File: src/rtl/riscv_pkg.sv
// Shared pipeline definitions: hazard FSM states and architectural register constants.
package riscv_pkg;

    localparam logic [4:0] REG_X0 = 5'd0;

    typedef enum logic [1:0] {
        ST_RUN      = 2'd0,
        ST_MEM_WAIT = 2'd1,
        ST_ABANDON  = 2'd2
    } hz_state_t;

endpackage

File: src/rtl/sat_counter.sv
// Saturating event counter: +1 per cycle with inc, sticks at all-ones.
// Latency 1 cycle (registered count); no backpressure.
module sat_counter #(
    parameter int WIDTH = 16
) (
    input  logic             clk,
    input  logic             rst,
    input  logic             inc,
    output logic [WIDTH-1:0] count
);

    logic [WIDTH-1:0] r_count;

    always_ff @(posedge clk) begin
        if (rst) begin
            r_count <= '0;
        end else if (inc && (r_count != '1)) begin
            r_count <= r_count + 1'b1;
        end
    end

    assign count = r_count;

endmodule

File: src/rtl/hazard_ctrl.sv
// Pipeline hazard controller: memory stalls, branch flushes, load-use bubbles, perf counters.
// Controls are combinational (Mealy) from state + inputs; counters/flag update one cycle later.
module hazard_ctrl
    import riscv_pkg::*;
#(
    parameter int MEM_TIMEOUT = 255,
    parameter int CNT_W       = 16
) (
    input  logic             clk,
    input  logic             rst,
    input  logic [4:0]       id_rs1,
    input  logic [4:0]       id_rs2,
    input  logic             id_uses_rs1,
    input  logic             id_uses_rs2,
    input  logic             ex_memread,
    input  logic [4:0]       ex_rd,
    input  logic             ex_branch_taken,
    input  logic             dmem_req,
    input  logic             dmem_ready,
    output logic             pc_stall,
    output logic             if_id_stall,
    output logic             id_ex_stall,
    output logic             ex_mem_stall,
    output logic             if_id_flush,
    output logic             id_ex_flush,
    output logic             pc_redirect,
    output logic             mem_timeout,
    output logic [CNT_W-1:0] stall_cnt,
    output logic [CNT_W-1:0] bubble_cnt,
    output logic [CNT_W-1:0] flush_cnt
);

    localparam logic [7:0] TIMEOUT_CNT = 8'(MEM_TIMEOUT);

    hz_state_t  r_state;
    hz_state_t  w_state_nxt;
    logic [7:0] r_wait_cnt;
    logic [7:0] w_wait_nxt;
    logic       r_mem_timeout;
    logic       w_timeout_set;
    logic       w_mem_hold;
    logic       w_load_use;
    logic       w_bubble;

    assign w_mem_hold = dmem_req && !dmem_ready;
    assign w_load_use = ex_memread && (ex_rd != REG_X0) &&
                        ((id_uses_rs1 && (id_rs1 == ex_rd)) ||
                         (id_uses_rs2 && (id_rs2 == ex_rd)));

    always_comb begin
        pc_stall      = 1'b0;
        if_id_stall   = 1'b0;
        id_ex_stall   = 1'b0;
        ex_mem_stall  = 1'b0;
        if_id_flush   = 1'b0;
        id_ex_flush   = 1'b0;
        pc_redirect   = 1'b0;
        w_bubble      = 1'b0;
        w_state_nxt   = r_state;
        w_wait_nxt    = r_wait_cnt;
        w_timeout_set = 1'b0;

        // Once abandoned, the pending access no longer holds the pipeline.
        if (!rst) begin
            if (w_mem_hold && (r_state != ST_ABANDON)) begin
                pc_stall     = 1'b1;
                if_id_stall  = 1'b1;
                id_ex_stall  = 1'b1;
                ex_mem_stall = 1'b1;
            end else if (ex_branch_taken) begin
                if_id_flush  = 1'b1;
                id_ex_flush  = 1'b1;
                pc_redirect  = 1'b1;
            end else if (w_load_use) begin
                pc_stall     = 1'b1;
                if_id_stall  = 1'b1;
                id_ex_flush  = 1'b1;
                w_bubble     = 1'b1;
            end
        end

        case (r_state)
            ST_RUN: begin
                if (w_mem_hold) begin
                    w_state_nxt = ST_MEM_WAIT;
                    w_wait_nxt  = 8'd0;
                end
            end
            ST_MEM_WAIT: begin
                if (w_mem_hold) begin
                    if (r_wait_cnt == TIMEOUT_CNT) begin
                        w_state_nxt   = ST_ABANDON;
                        w_timeout_set = 1'b1;
                    end else begin
                        w_wait_nxt = r_wait_cnt + 8'd1;
                    end
                end else begin
                    w_state_nxt = ST_RUN;
                end
            end
            ST_ABANDON: begin
                if (!dmem_req) begin
                    w_state_nxt = ST_RUN;
                end
            end
            default: begin
                w_state_nxt = ST_RUN;
            end
        endcase
    end

    always_ff @(posedge clk) begin
        if (rst) begin
            r_state       <= ST_RUN;
            r_wait_cnt    <= 8'd0;
            r_mem_timeout <= 1'b0;
        end else begin
            r_state    <= w_state_nxt;
            r_wait_cnt <= w_wait_nxt;
            if (w_timeout_set) begin
                r_mem_timeout <= 1'b1;
            end
        end
    end

    assign mem_timeout = r_mem_timeout;

    sat_counter #(.WIDTH(CNT_W)) u_stall_cnt (
        .clk   (clk),
        .rst   (rst),
        .inc   (ex_mem_stall),
        .count (stall_cnt)
    );

    sat_counter #(.WIDTH(CNT_W)) u_bubble_cnt (
        .clk   (clk),
        .rst   (rst),
        .inc   (w_bubble),
        .count (bubble_cnt)
    );

    sat_counter #(.WIDTH(CNT_W)) u_flush_cnt (
        .clk   (clk),
        .rst   (rst),
        .inc   (pc_redirect),
        .count (flush_cnt)
    );

endmodule

File: config.mk
export PLATFORM = sky130hd
export DESIGN_NAME = hazard_ctrl
export DESIGN_NICKNAME = d
export VERILOG_FILES = /design/src/rtl/riscv_pkg.sv /design/src/rtl/sat_counter.sv /design/src/rtl/hazard_ctrl.sv
export SDC_FILE = /design/constraint.sdc
export NUM_CORES = 1
export LEC_CHECK = 0
export ABC_AREA = 1
export BUFFER_PORTS_ARGS = -buffer_cell sky130_fd_sc_hd__buf_2
export CAP_MARGIN = 20
export CORE_MARGIN = 10
export CORE_UTILIZATION = 39
export DETAILED_ROUTE_END_ITERATION = 10
export PLACE_DENSITY = 0.62
export SYNTH_ARGS = -nofsm -noshare
export SYNTH_HDL_FRONTEND = slang
export SYNTH_HIERARCHICAL = 1
export SYNTH_SLANG_ARGS = --single-unit
export TNS_END_PERCENT = 100
File: constraint.sdc
create_clock -name clk -period 1.8 [get_ports clk]
set_input_delay 0.09 -clock clk [delete_from_list [all_inputs] [get_ports clk]]
set_output_delay 0.09 -clock clk [all_outputs]
set_load 0.05 [all_outputs]
==> impl_metrics.toml <==
[timing]
finalSetupTns_ns = 0
rsz0062_at_grt = "false"
fin_crit_sh_pct = 92.7
slew_violations = 0
fin_ws_ns = 0.131
worstMarginPinSlew_ns = 0.503
finalClockSkew_ns = 0.0119
min_period_ns = 1.67
fin_hold_ws_ns = 0.0578
slew_headroom_pct = 66.4
setup_violations = 0
clock.fmax_ghz = 0.599
finalHoldViolCount = 0

[yosys]
synth_compound_area_share_pct = 4.51
synthAdderAreaFrac_pct = 1.37
synth_top_family_by_area = "simple AND/OR/NAND/NOR gates"
yosys_warnings = 6
synthesis.nets = 630
ys_seq_area_share_pct = 32.2
synth_seq_cells = 59
muxShareOfSynthArea_pct = 0
avgSynthCellArea_um2 = 6.08
synth_simple_gate_area_share_pct = 53.4
ys_types = 26
postSynthCellCount = 603
synth_area_um2 = 3670
synth-xor-area-share_pct = 0.239

[worst_setup_path]
critPathCaptureType = "output port"
ff2ff_path_depth = 10
timing.rr.end = "u_flush_cnt/count[13]"
reg2reg_slack_ns = 0.14
crit_fanout = 5
path_buf_inv = 4
r2r_start = "r_state[1]"
worstSetupPathType = "flip-flop to output port"
required_ns = 1.71
start_kind = "flip-flop"
path_cells = "inv_2, a21oi_4, nand2_1, clkinvlp_4, buf_4, buf_2"
critPathMaxStageDelay_ns = 0.34
cp.arrival_ns = 1.58
slowest_stage = "dfxtp_2"
path_delay_family = "buffers and inverters"

[floorplanning]
die_x_um = 117
die_area_um2 = 13700
die_h_um = 117
core-area_um2 = 9200
rows = 35
pin_count = 79
start_util_pct = 39.9

[power_and_ir_drop]
vdd_ir_drop_max_mv = 0.356
power_density_nw_per_um2 = 647
p_leak_nw = 2.05
power_mw = 2.86

[clock_tree]
cts_buffers = 9
ctsRootBufferMaster = "clkbuf_8"
cts_sinks = 59
cts_max_level = 3
clkTransAtPathRegs_ns = 0.06
tritoncts = "done"
insertion_delay_ns = 0.34
clk_path_buf_depth = 2

[placed_design]
dp_hpwl_um = 7330
io_buffer_count = 78
dp_cells = 788
pre_cts_ws_ns = 0.00151
postPlaceCellArea_um2 = 4180
gp_congestion = 0.821

[global_routing]
grt_pass1_vias = 3613
antenna_found_initial = 0
track_usage_pct = 14.1
grt_pass1_wl_um = 15800
grt_max_degree = 17
overflow = 0

[routing]
dr.pass1.iters = 4
detail_route.wl_per_cell_um = 11.5
drt-total-wl_um = 9210
drc = 0
viasPerCell = 4.78
drt-initial-drc-count = 193
ant_nets = 0
vias = 3842

[final_layout]
finalNonFillerCells = 804
drive_gt1_share_pct = 23.5
nets = 716
fillers = 968
fin_area_um2 = 4420
synthToLayoutAreaGrowth_pct = 20.6
fin_util_pct = 48.1
diodes = 0

[worst_hold_path]
hold_depth = 2
hold_class = "input pin to flip-flop"
whs_endpoint = "mem_timeout"
hp-start = "rst"

[job]
drv_cap = 0

[run_status]
status = "finished clean"
## layout by cell type (no fill, tap or decap), types with 7 or more instances in the layout
cell type | Yosys | routed
nand2_1 | 189 | 187
nor2_1 | 128 | 126
buf_2 | 3 | 78
dfxtp_1 | 59 | 58
inv_1 | 59 | 56
nand3_1 | 46 | 46
nor2_2 | 33 | 35
a21oi_1 | 27 | 26
nand4_1 | 13 | 13
clkbuf_8 | 0 | 12
nand2_2 | 7 | 9
nor2_4 | 7 | 7
buf_4 | 4 | 7
## worst max path at each step
stage	start	endpoint	depth (start not counted)
3_5_place_dp	ex_rd[3]	u_bubble_cnt/count[13]	15
4_1_cts	r_state[0]	id_ex_stall	6
2_1_floorplan	r_state[0]	u_stall_cnt/count[13]	11
5_1_grt	r_state[1]	u_flush_cnt/count[13]	10
3_3_place_gp	ex_rd[3]	u_bubble_cnt/count[13]	15
6_report	r_state[0]	id_ex_stall	6
## repair_timing
action	in CTS	in global routing
buffers inserted	0	1
resized for setup	0	7
setup endpoints to repair	0	16
hold buffers	0	0
## routing by layer
layer	up-vias	wire length, µm	track usage, %
li1	2049	-	-
met1	1695	4350	17.3
met2	84	4210	23.2
met3	14	487	3.52
met4	0	164	5.35
met5	-	0	0
## worst reg2reg max path: cells and delay by family (launching register included)
kind	cells	cell delay [ns]
AND/OR/NAND/NOR	8	0.90
flip-flops	1	0.41
AO/OA/AOI/OAI	1	0.09
buffers and inverters	1	0.16
## power by group
| part | internal (mW) | switching, mW | total [mW] |
|---|---|---|---|
| Combinational | 0.0790 | 0.166 | 0.245 |
| Clock | 0.748 | 0.547 | 1.29 |
| Sequential | 1.31 | 0.00873 | 1.32 |
| Total | 2.14 | 0.722 | 2.86 |
## area by class of cell
type / instances / area (µm²) / share of cell area (%)
Tap cell: 111 / 139 / 3.14
Timing Repair Buffer: 85 / 443 / 10.0
Sequential cell: 59 / 1180 / 26.7
Clock inverter: 3 / 46.3 / 1.05
Clock buffer: 12 / 165 / 3.74
Multi-Input combinational cell: 472 / 2200 / 49.8
Inverter: 62 / 243 / 5.49
## kinds of logic (layout without fill, tap and decap cells)
group,Yosys count,in the layout
AOI/OAI and AO/OA,32,32
xor gates and xnor gates,1,1
adders and majority gates,4,4
buffers and inverters,72,162
DFF,59,59
and+or+nand+nor,435,435
## cells in the mapped netlist
master	number	area, µm²
nand2_4	1	11.3
nor2_8	3	60.1
nor2_2	33	206
a21boi_1	1	7.51
o21ai_0	3	15.0
buf_4	4	30.0
nand3_1	46	230
inv_4	1	6.26
nor2_1	128	480
nor3_1	4	20.0
nand3_4	1	17.5
clkinv_1	1	3.75
dfxtp_1	59	1180
inv_2	1	3.75
buf_2	3	15.0
o21bai_1	1	7.51
nand4_1	13	81.3
ha_1	4	50.1
nand2_1	189	709
a21oi_1	27	135
nor2_4	7	78.8
clkbuf_4	3	22.5
xor2_1	1	8.76
nand2_2	7	43.8
or2_0	3	18.8
inv_1	59	221
## state kept, by name, summed over array words and instances (netlist names)
register	cells
u_flush_cnt/count	16
u_stall_cnt/count	16
mem_timeout	1
r_state	2
r_wait_cnt	8
u_bubble_cnt/count	16
Note: power is estimated with default switching activity, not from simulation.
